<file path="src/rtl/traffic_pkg.sv">
// Shared definitions for the traffic light scheduler: state encodings,
// lamp colour codes and the state-to-lamp decode helpers.
package traffic_pkg;

  typedef enum logic [2:0] {
    IDLE  = 3'd0,
    A_GRN = 3'd1,
    A_YEL = 3'd2,
    A_CLR = 3'd3,
    B_GRN = 3'd4,
    B_YEL = 3'd5,
    B_CLR = 3'd6,
    FLASH = 3'd7
  } state_t;

  typedef enum logic [1:0] {
    OFF = 2'd0,
    RED = 2'd1,
    YEL = 2'd2,
    GRN = 2'd3
  } colour_t;

  // Lamp pins are ordered {r, g, b}; blue is never lit.
  function automatic logic [2:0] colour_rgb(colour_t c);
    case (c)
      RED:     return 3'b100;
      YEL:     return 3'b110;
      GRN:     return 3'b010;
      default: return 3'b000;
    endcase
  endfunction

  function automatic colour_t lamp_a(state_t s);
    case (s)
      A_GRN:                      return GRN;
      A_YEL:                      return YEL;
      A_CLR, B_GRN, B_YEL, B_CLR: return RED;
      default:                    return OFF;
    endcase
  endfunction

  function automatic colour_t lamp_b(state_t s);
    case (s)
      B_GRN:                      return GRN;
      B_YEL:                      return YEL;
      A_GRN, A_YEL, A_CLR, B_CLR: return RED;
      default:                    return OFF;
    endcase
  endfunction

  // Successor in the phase ring; IDLE joins the ring at A_GRN.
  function automatic state_t ring_next(state_t s);
    case (s)
      IDLE:    return A_GRN;
      A_GRN:   return A_YEL;
      A_YEL:   return A_CLR;
      A_CLR:   return B_GRN;
      B_GRN:   return B_YEL;
      B_YEL:   return B_CLR;
      B_CLR:   return A_GRN;
      default: return IDLE;
    endcase
  endfunction

endpackage

</file>
<file path="src/rtl/tick_gen.sv">
// Prescaler producing a one-cycle tick every TICK_DIV clocks.
module tick_gen #(
  parameter int unsigned TICK_DIV = 125000000
) (
  input  logic clk,
  input  logic rst,
  output logic tick
);

  localparam int unsigned CW = (TICK_DIV > 1) ? $clog2(TICK_DIV) : 1;

  logic [CW-1:0] count_reg;

  assign tick = (count_reg == CW'(TICK_DIV - 1));

  always_ff @(posedge clk or negedge rst) begin
    if (!rst) begin
      count_reg <= '0;
    end else if (tick) begin
      count_reg <= '0;
    end else begin
      count_reg <= count_reg + CW'(1);
    end
  end

endmodule

</file>
<file path="src/rtl/traffic_light_scheduler.sv">
// Two-direction intersection scheduler cycling green/yellow/all-red per tick.
// Build with FLASH_MODE_EN to add the flash input and flashing-yellow state.
module traffic_light_scheduler
  import traffic_pkg::*;
#(
  parameter int unsigned TICK_DIV   = 125000000,
  parameter int unsigned GREEN_SEC  = 5,
  parameter int unsigned SHORT_SEC  = 2,
  parameter int unsigned YELLOW_SEC = 1,
  parameter int unsigned ALLRED_SEC = 1
) (
  input  logic       clk,
  input  logic       rst,
  input  logic       req_a,
  input  logic       req_b,
`ifdef FLASH_MODE_EN
  input  logic       flash,
`endif
  output logic       led4_r,
  output logic       led4_g,
  output logic       led4_b,
  output logic       led5_r,
  output logic       led5_g,
  output logic       led5_b,
  output logic [2:0] phase,
  output logic [3:0] sec_left
);

  localparam logic [3:0] GREEN_LOAD  = 4'(GREEN_SEC - 1);
  localparam logic [3:0] SHORT_LOAD  = 4'(SHORT_SEC - 1);
  localparam logic [3:0] YELLOW_LOAD = 4'(YELLOW_SEC - 1);
  localparam logic [3:0] ALLRED_LOAD = 4'(ALLRED_SEC - 1);

  function automatic logic [3:0] load_for(state_t s);
    case (s)
      A_GRN, B_GRN: return GREEN_LOAD;
      A_YEL, B_YEL: return YELLOW_LOAD;
      A_CLR, B_CLR: return ALLRED_LOAD;
      default:      return 4'd0;
    endcase
  endfunction

  function automatic logic [5:0] lamps_for(state_t s);
    return {colour_rgb(lamp_a(s)), colour_rgb(lamp_b(s))};
  endfunction

  logic       tick;
  state_t     state_reg;
  logic [3:0] timer_reg;
  logic       pend_a_reg;
  logic       pend_b_reg;
  logic [5:0] lamps_reg;

  state_t     ring_state;
  logic       move;
  logic       take_a;
  logic       take_b;
  logic       enter_a;
  logic       enter_b;
  logic       clamp;

`ifdef FLASH_MODE_EN
  localparam logic [5:0] FLASH_LAMPS = {colour_rgb(YEL), colour_rgb(YEL)};
  logic flash_lit_reg;
`endif

  tick_gen #(
    .TICK_DIV (TICK_DIV)
  ) u_tick_gen (
    .clk  (clk),
    .rst  (rst),
    .tick (tick)
  );

  assign ring_state = ring_next(state_reg);
  assign move       = tick && (timer_reg == 4'd0);
  assign take_a     = req_a && (state_reg != A_GRN);
  assign take_b     = req_b && (state_reg != B_GRN);
  assign enter_a    = move && (ring_state == A_GRN);
  assign enter_b    = move && (ring_state == B_GRN);

  // A request arriving this cycle already counts, so the clamp lands on the next edge.
  assign clamp = (timer_reg > SHORT_LOAD) &&
                 (((state_reg == A_GRN) && (pend_b_reg || take_b)) ||
                  ((state_reg == B_GRN) && (pend_a_reg || take_a)));

  always_ff @(posedge clk or negedge rst) begin
    if (!rst) begin
      state_reg     <= IDLE;
      timer_reg     <= 4'd0;
      pend_a_reg    <= 1'b0;
      pend_b_reg    <= 1'b0;
      lamps_reg     <= 6'd0;
`ifdef FLASH_MODE_EN
      flash_lit_reg <= 1'b0;
`endif
    end else begin
`ifdef FLASH_MODE_EN
      if (flash) begin
        state_reg  <= FLASH;
        timer_reg  <= 4'd0;
        pend_a_reg <= 1'b0;
        pend_b_reg <= 1'b0;
        if (state_reg != FLASH) begin
          flash_lit_reg <= 1'b1;
          lamps_reg     <= FLASH_LAMPS;
        end else if (tick) begin
          flash_lit_reg <= ~flash_lit_reg;
          lamps_reg     <= flash_lit_reg ? 6'd0 : FLASH_LAMPS;
        end
      end else if (state_reg == FLASH) begin
        state_reg  <= A_CLR;
        timer_reg  <= ALLRED_LOAD;
        pend_a_reg <= 1'b0;
        pend_b_reg <= 1'b0;
        lamps_reg  <= lamps_for(A_CLR);
      end else
`endif
      begin
        // Only reachable by upset when the flash state is not built in.
        if (state_reg == FLASH) begin
          state_reg <= IDLE;
          timer_reg <= 4'd0;
          lamps_reg <= 6'd0;
        end else if (move) begin
          state_reg <= ring_state;
          timer_reg <= load_for(ring_state);
          lamps_reg <= lamps_for(ring_state);
        end else if (clamp) begin
          timer_reg <= SHORT_LOAD;
        end else if (tick) begin
          timer_reg <= timer_reg - 4'd1;
        end

        pend_a_reg <= enter_a ? 1'b0 : (pend_a_reg | take_a);
        pend_b_reg <= enter_b ? 1'b0 : (pend_b_reg | take_b);
      end
    end
  end

  assign {led4_r, led4_g, led4_b, led5_r, led5_g, led5_b} = lamps_reg;
  assign phase    = state_reg;
  assign sec_left = timer_reg;

endmodule
</file>
<file path="config.mk">
export PLATFORM = sky130hd
export DESIGN_NAME = traffic_light_scheduler
export DESIGN_NICKNAME = d
export VERILOG_FILES = /design/src/rtl/traffic_pkg.sv /design/src/rtl/tick_gen.sv /design/src/rtl/traffic_light_scheduler.sv
export SDC_FILE = /design/constraint.sdc
export NUM_CORES = 1
export LEC_CHECK = 0
export ABC_AREA = 0
export ABC_CLOCK_PERIOD_IN_PS = 2700
export BUFFER_PORTS_ARGS = -buffer_cell sky130_fd_sc_hd__buf_4
export CAP_MARGIN = 25
export CORE_UTILIZATION = 40
export CTS_CLUSTER_DIAMETER = 150
export DETAILED_ROUTE_END_ITERATION = 7
export HOLD_SLACK_MARGIN = 0.15
export PLACE_DENSITY_LB_ADDON = 0.25
export SKIP_LAST_GASP = 1
export SLEW_MARGIN = 0
export SYNTH_ARGS = -nofsm -noshare
export SYNTH_HDL_FRONTEND = slang
export SYNTH_SLANG_ARGS = --single-unit
</file>
<file path="constraint.sdc">
create_clock -name clk -period 2.7 [get_ports clk]
set_clock_uncertainty 0.05 [all_clocks]
set_input_delay 0.135 -clock clk [delete_from_list [all_inputs] [get_ports clk]]
set_output_delay 0.135 -clock clk [all_outputs]
set_load 0.03 [all_outputs]
</file>
* Word-level counts from Yosys, hierarchy flattened *
Cells that the tools add are included.

cells by class
  add/sub/neg operators = 2
  multiply operators = 0
  divide/modulo/power cells = 0
  magnitude comparators = 1
  eq/ne operators = 22
  shift-type cells = 0
  muxes and demuxes = 21
  bitwise gates (word level) = 2
  reduce and logical (&&, ||, !) cells = 19

operators by type and width
  kind                   number
  $add 27x1->27 const B  1
  $eq 27x27->1 const B   1
  $mux 27                1
  $eq 3x3->1 const B     7
  $pmux 3 s3             2
  $pmux 3 s6             1
  $mux 4                 4
  $eq 3x2->1 const B     4
  $mux 6                 2
  $pmux 2 s3             2
  $mux 3                 3
  $eq 2x2->1 const B     4
  $logic_and 1x1->1      8
  $mux 2                 4
  $reduce_or 4->1        2
  $eq 3x1->1 const B     2
  $eq 2x1->1 const B     2
  $gt 4x1->1 const B     1
  $logic_not 4->1        1
  $reduce_bool 4->1      1
  $reduce_or 2->1        2
  $sub 4x1->4 const B    1
  $logic_not 3->1        1
  $logic_or 1x1->1       3
  5 further kinds        7

storage, ports and cells
  bits in registers = 42
  bits in latches = 0
  bits in writable memories = 0
  ROM bits = 0
  input port bits = 4
  memories kept = 0

* Depth between registers and ports, before layout *
  depth after elaboration = 12
  depth in mapped cells = 8

* Cells and area by module *
From an unflattened synthesis, not the netlist that was laid out.

second synthesis, totals
  cells, all modules = 220
  area total of the unflattened synthesis = 2168.3 µm²

by module, submodules not included
  module                   times used  cells an instance  area an instance (µm²)  sequential area each (µm²)
  tick_gen                 1           132                1348.8                  675.6
  traffic_light_scheduler  1           88                 819.5                   325.3

* Worst setup path before layout *
No wires, ideal clock.

  kind = register to register
  start point = reg timer_reg[0] (netlist: sec_left[0])
  end point = reg state_reg[1] (netlist: phase[1])
  library setup time = 0.069 ns
  arrival time = 1.952 ns
  data required time = 2.581 ns
  setup slack = 0.629 ns
  cell stages (with the launch flop) = 9
  cell sequence = dfrtp_1 > inv_1 > ha_1 > nor3b_1 > nand3_1 > nor3_4 > buf_4 > nand3_1 > nand3_1

on the way
  longest elaborated chain between the ends = 3

RTL lines
  element                      line                            RTL
  start, declared              traffic_light_scheduler.sv:49   logic [3:0] timer_reg;
  start signal, assigned       traffic_light_scheduler.sv:127  timer_reg <= load_for(ring_state);
  start signal, assigned       traffic_light_scheduler.sv:132  timer_reg <= timer_reg - 4'd1;
  $logic_not 4->1              traffic_light_scheduler.sv:76   assign move = tick && (timer_reg == 4'd0);
  $logic_and 1x1->1            traffic_light_scheduler.sv:76
  $reduce_bool 2->1 (no line)  --
  end signal, assigned         traffic_light_scheduler.sv:126  state_reg <= ring_state;
  end, declared                traffic_light_scheduler.sv:48   state_t state_reg;

No other way between the ends.
A chain may end at the register's enable or synchronous reset.

* Worst setup path in the final report *
  start point = reg timer_reg[0] (netlist: sec_left[0])
  end point = reg lamps_reg[4]

on the way
  longest elaborated chain between the ends = 3

RTL lines
  element                      line                            RTL
  $logic_not 4->1              traffic_light_scheduler.sv:76
  $logic_and 1x1->1            traffic_light_scheduler.sv:76
  $reduce_bool 2->1 (no line)  --
  end signal, assigned         traffic_light_scheduler.sv:128  lamps_reg <= lamps_for(ring_state);
  end, declared                traffic_light_scheduler.sv:52   logic [5:0] lamps_reg;

No other way between the ends.

==> results.py <==
metrics = {
    "placed_design": {
        "gp_congestion": 0.778,
        "port_buffers": 14,
        "place_area_sq_mm": 0.00227,
        "hpwl_um": 2660,
    },
    "die": {
        "die_y_um": 74.4,
        "start_util_pct": 42.9,
        "rows": 25,
        "ios": 17,
        "die_area_sq_mm": 0.00553,
        "die_w_um": 74.4,
        "core-area_sq_mm": 0.00488,
    },
    "cts": {
        "cts_buffer_depth": 2,
        "clk_transition_reported_paths_ps": 80,
        "ctsHoldBuffers": 3,
        "tritoncts": "yes",
        "cts_buffers": 5,
        "clk_latency_ps": 290,
        "post-cts-setup-buffer-count": 0,
        "ctsResizeCount": 0,
        "h-tree-depth": 2,
        "cts_root_buf": "clkbuf_8",
        "clock-sinks": 40,
    },
    "worst_setup_path": {
        "r2r_slack_ps": 460,
        "endpoint": "lamps_reg[4]$_DFFE_PN0P_",
        "worstRegToRegCells": 7,
        "cp-start-kind": "register",
        "r2r-start": "sec_left[0]$_DFFE_PN0P_",
        "startpoint": "sec_left[0]$_DFFE_PN0P_",
        "cp_data_arrival_time_ps": 2400,
        "crit_path_max_fanout": 13,
        "critPathKind": "reg2reg",
        "rr_endpoint": "lamps_reg[4]$_DFFE_PN0P_",
        "required_ps": 2860,
        "end_kind": "register",
    },
    "final_layout": {
        "largest_reg_flops": 27,
        "utilization_pct": 48.7,
        "drive_above_1_share_pct": 12.7,
        "diodes": 0,
        "design_area_sq_mm": 0.00238,
        "layout_common_cells": "dfrtp_1 (40), nor2_1 (33), xor2_1 (19), nand3_1 (18), buf_4 (18)",
        "area_delta_synth_final_pct": 13.5,
        "layout_commonest_cell": "dfrtp_1",
        "nNetsFinal": 244,
    },
    "grt": {
        "grt_pass1_vias": 1488,
        "grt.total_usage_pct": 16.8,
        "grt_max_degree": 41,
        "grt_overflow": 0,
        "grt_pass1_wl_um": 6890,
        "grt_antenna_before_repair": 0,
    },
    "run": {
        "drv_cap": 0,
    },
    "sta": {
        "worstMarginPinSlew_ps": 734,
        "hold_slack_ps": 301,
        "hold_viol": 0,
        "slew_headroom_pct": 50.6,
        "setup_tns_ps": 0,
        "finalSetupViolCount": 0,
        "min_period_ps": 2240,
        "max_freq_ghz": 0.447,
        "rsz0062_at_grt": "false",
        "fin_crit_sh_pct": 82.9,
        "slew_viol_final": 0,
    },
    "outcome": {
        "status": "completed",
    },
    "route": {
        "post-route-drc-count": 0,
        "vias_per_cell": 5.06,
        "firstDrtPassIters": 4,
        "wire_per_inst_um": 13.0,
        "vias": 1534,
        "drt_wl_total_um": 3930,
        "drt-initial-drc-count": 82,
        "ant_nets": 0,
    },
    "power": {
        "p_leak_uw": 0.00111,
        "ir_drop_mv": 0.280,
        "p_per_area_mw_per_mm2": 421,
    },
    "synth": {
        "yosysSeqAreaShare_pct": 47.8,
        "syn_area_per_cell_sq_um": 9.65,
        "synthArstFlopShare_pct": 100,
        "synth_enable_flop_cells": 0,
        "yosys_warnings": 0,
        "synth-main-ff-cell": "dfrtp_1",
        "synth_area_sq_mm": 0.00209,
        "synth_cell_type_count": 43,
        "synth_cells": 217,
        "ys_ff_latch": 40,
    },
    "min_path": {
        "hp-class": "in2async",
    },
}
-- metal layers --
metal  GRT usage, %  wire length [um]  vias up
met3           4.07                93        7
li1               -                 -      792
met1           22.7              2020      720
met4           7.97                78        0
met2           25.3              1740       15
met5              0                 0        -
-- kinds of logic (layout without fill, tap and decap cells) --
group	count (synthesis)	after routing	synth area share, %
AOI/OAI and AO/OA	24	24	8.18
xor gates and xnor gates	26	26	10.9
adders and majority gates	4	4	2.39
buffers and inverters	15	33	3.34
DFF	40	40	47.8
muxes	4	4	1.91
other	1	2	0.179
and+or+nand+nor	103	103	25.3
-- worst min-delay path by stage --
stage,startpoint,end,cells past startpoint
after global placement,rst,lamps_reg[4]$_DFFE_PN0P_,1
after detailed placement,rst,lamps_reg[4]$_DFFE_PN0P_,1
after floorplan,rst,lamps_reg[1]$_DFFE_PN0P_,0
after global routing,rst,lamps_reg[4]$_DFFE_PN0P_,2
final,rst,phase[2]$_DFFE_PN0P_,2
after CTS,rst,lamps_reg[5]$_DFFE_PN0P_,2
-- cells in the mapped netlist, types with 2 or more instances --
library cell  number  area (sq um)
nor3_1             5          25.0
and3_1             6          37.5
a31oi_1            2          12.5
ha_1               4          50.1
nor2_1            33           124
o22a_1             2          17.5
clkbuf_1           4          15.0
xor2_1            19           166
buf_4              3          22.5
nand2_1           15          56.3
nand4_1            7          43.8
inv_1              5          18.8
mux2i_1            4          40.0
o21ai_0            2          10.0
nor3b_1            2          15.0
and4_1             3          26.3
buf_2              2          10.0
nor4_1             3          18.8
o21bai_1           2          15.0
a21oi_1            6          30.0
o31ai_1            2          15.0
or3_1              3          18.8
xnor2_1            7          61.3
nand3_1           18          90.1
dfrtp_1           40          1000
-- worst max-delay path, stage by stage (launching register included) --
cell,delay [ps]
dfrtp_1,410
inv_1,120
ha_1,170
nor3b_1,340
nand3_1,220
nor3_4,460
mux2i_1,170
a211oi_2,210
-- power by group --
part           leakage (uW)  internal [uW]       switching, uW
Clock             0.0000400            175                 206
Sequential         0.000534            598  0.0000000000000672
Combinational      0.000532           5.65                16.1
Total               0.00111            779                 222
-- stage by stage --
stage / setup WS (ps) / cells / power, uW
after global routing: 199 / 303 / 1040
after floorplan: 629 / 218 / 616
after global placement: 531 / 293 / 630
after CTS: 438 / 303 / 1020
final: 462 / 303 / 1000
after detailed placement: 456 / 293 / 630
-- layout make-up --
cell class | count | area (sq um)
multi-input combinational | 163 | 1030
timing repair buffer | 21 | 165
clock inverter | 2 | 12.5
clock buffer | 5 | 68.8
tap | 67 | 83.8
fill | 476 | 2500
inverter | 5 | 18.8
sequential | 40 | 1000
(Power assumes the default switching activity.)
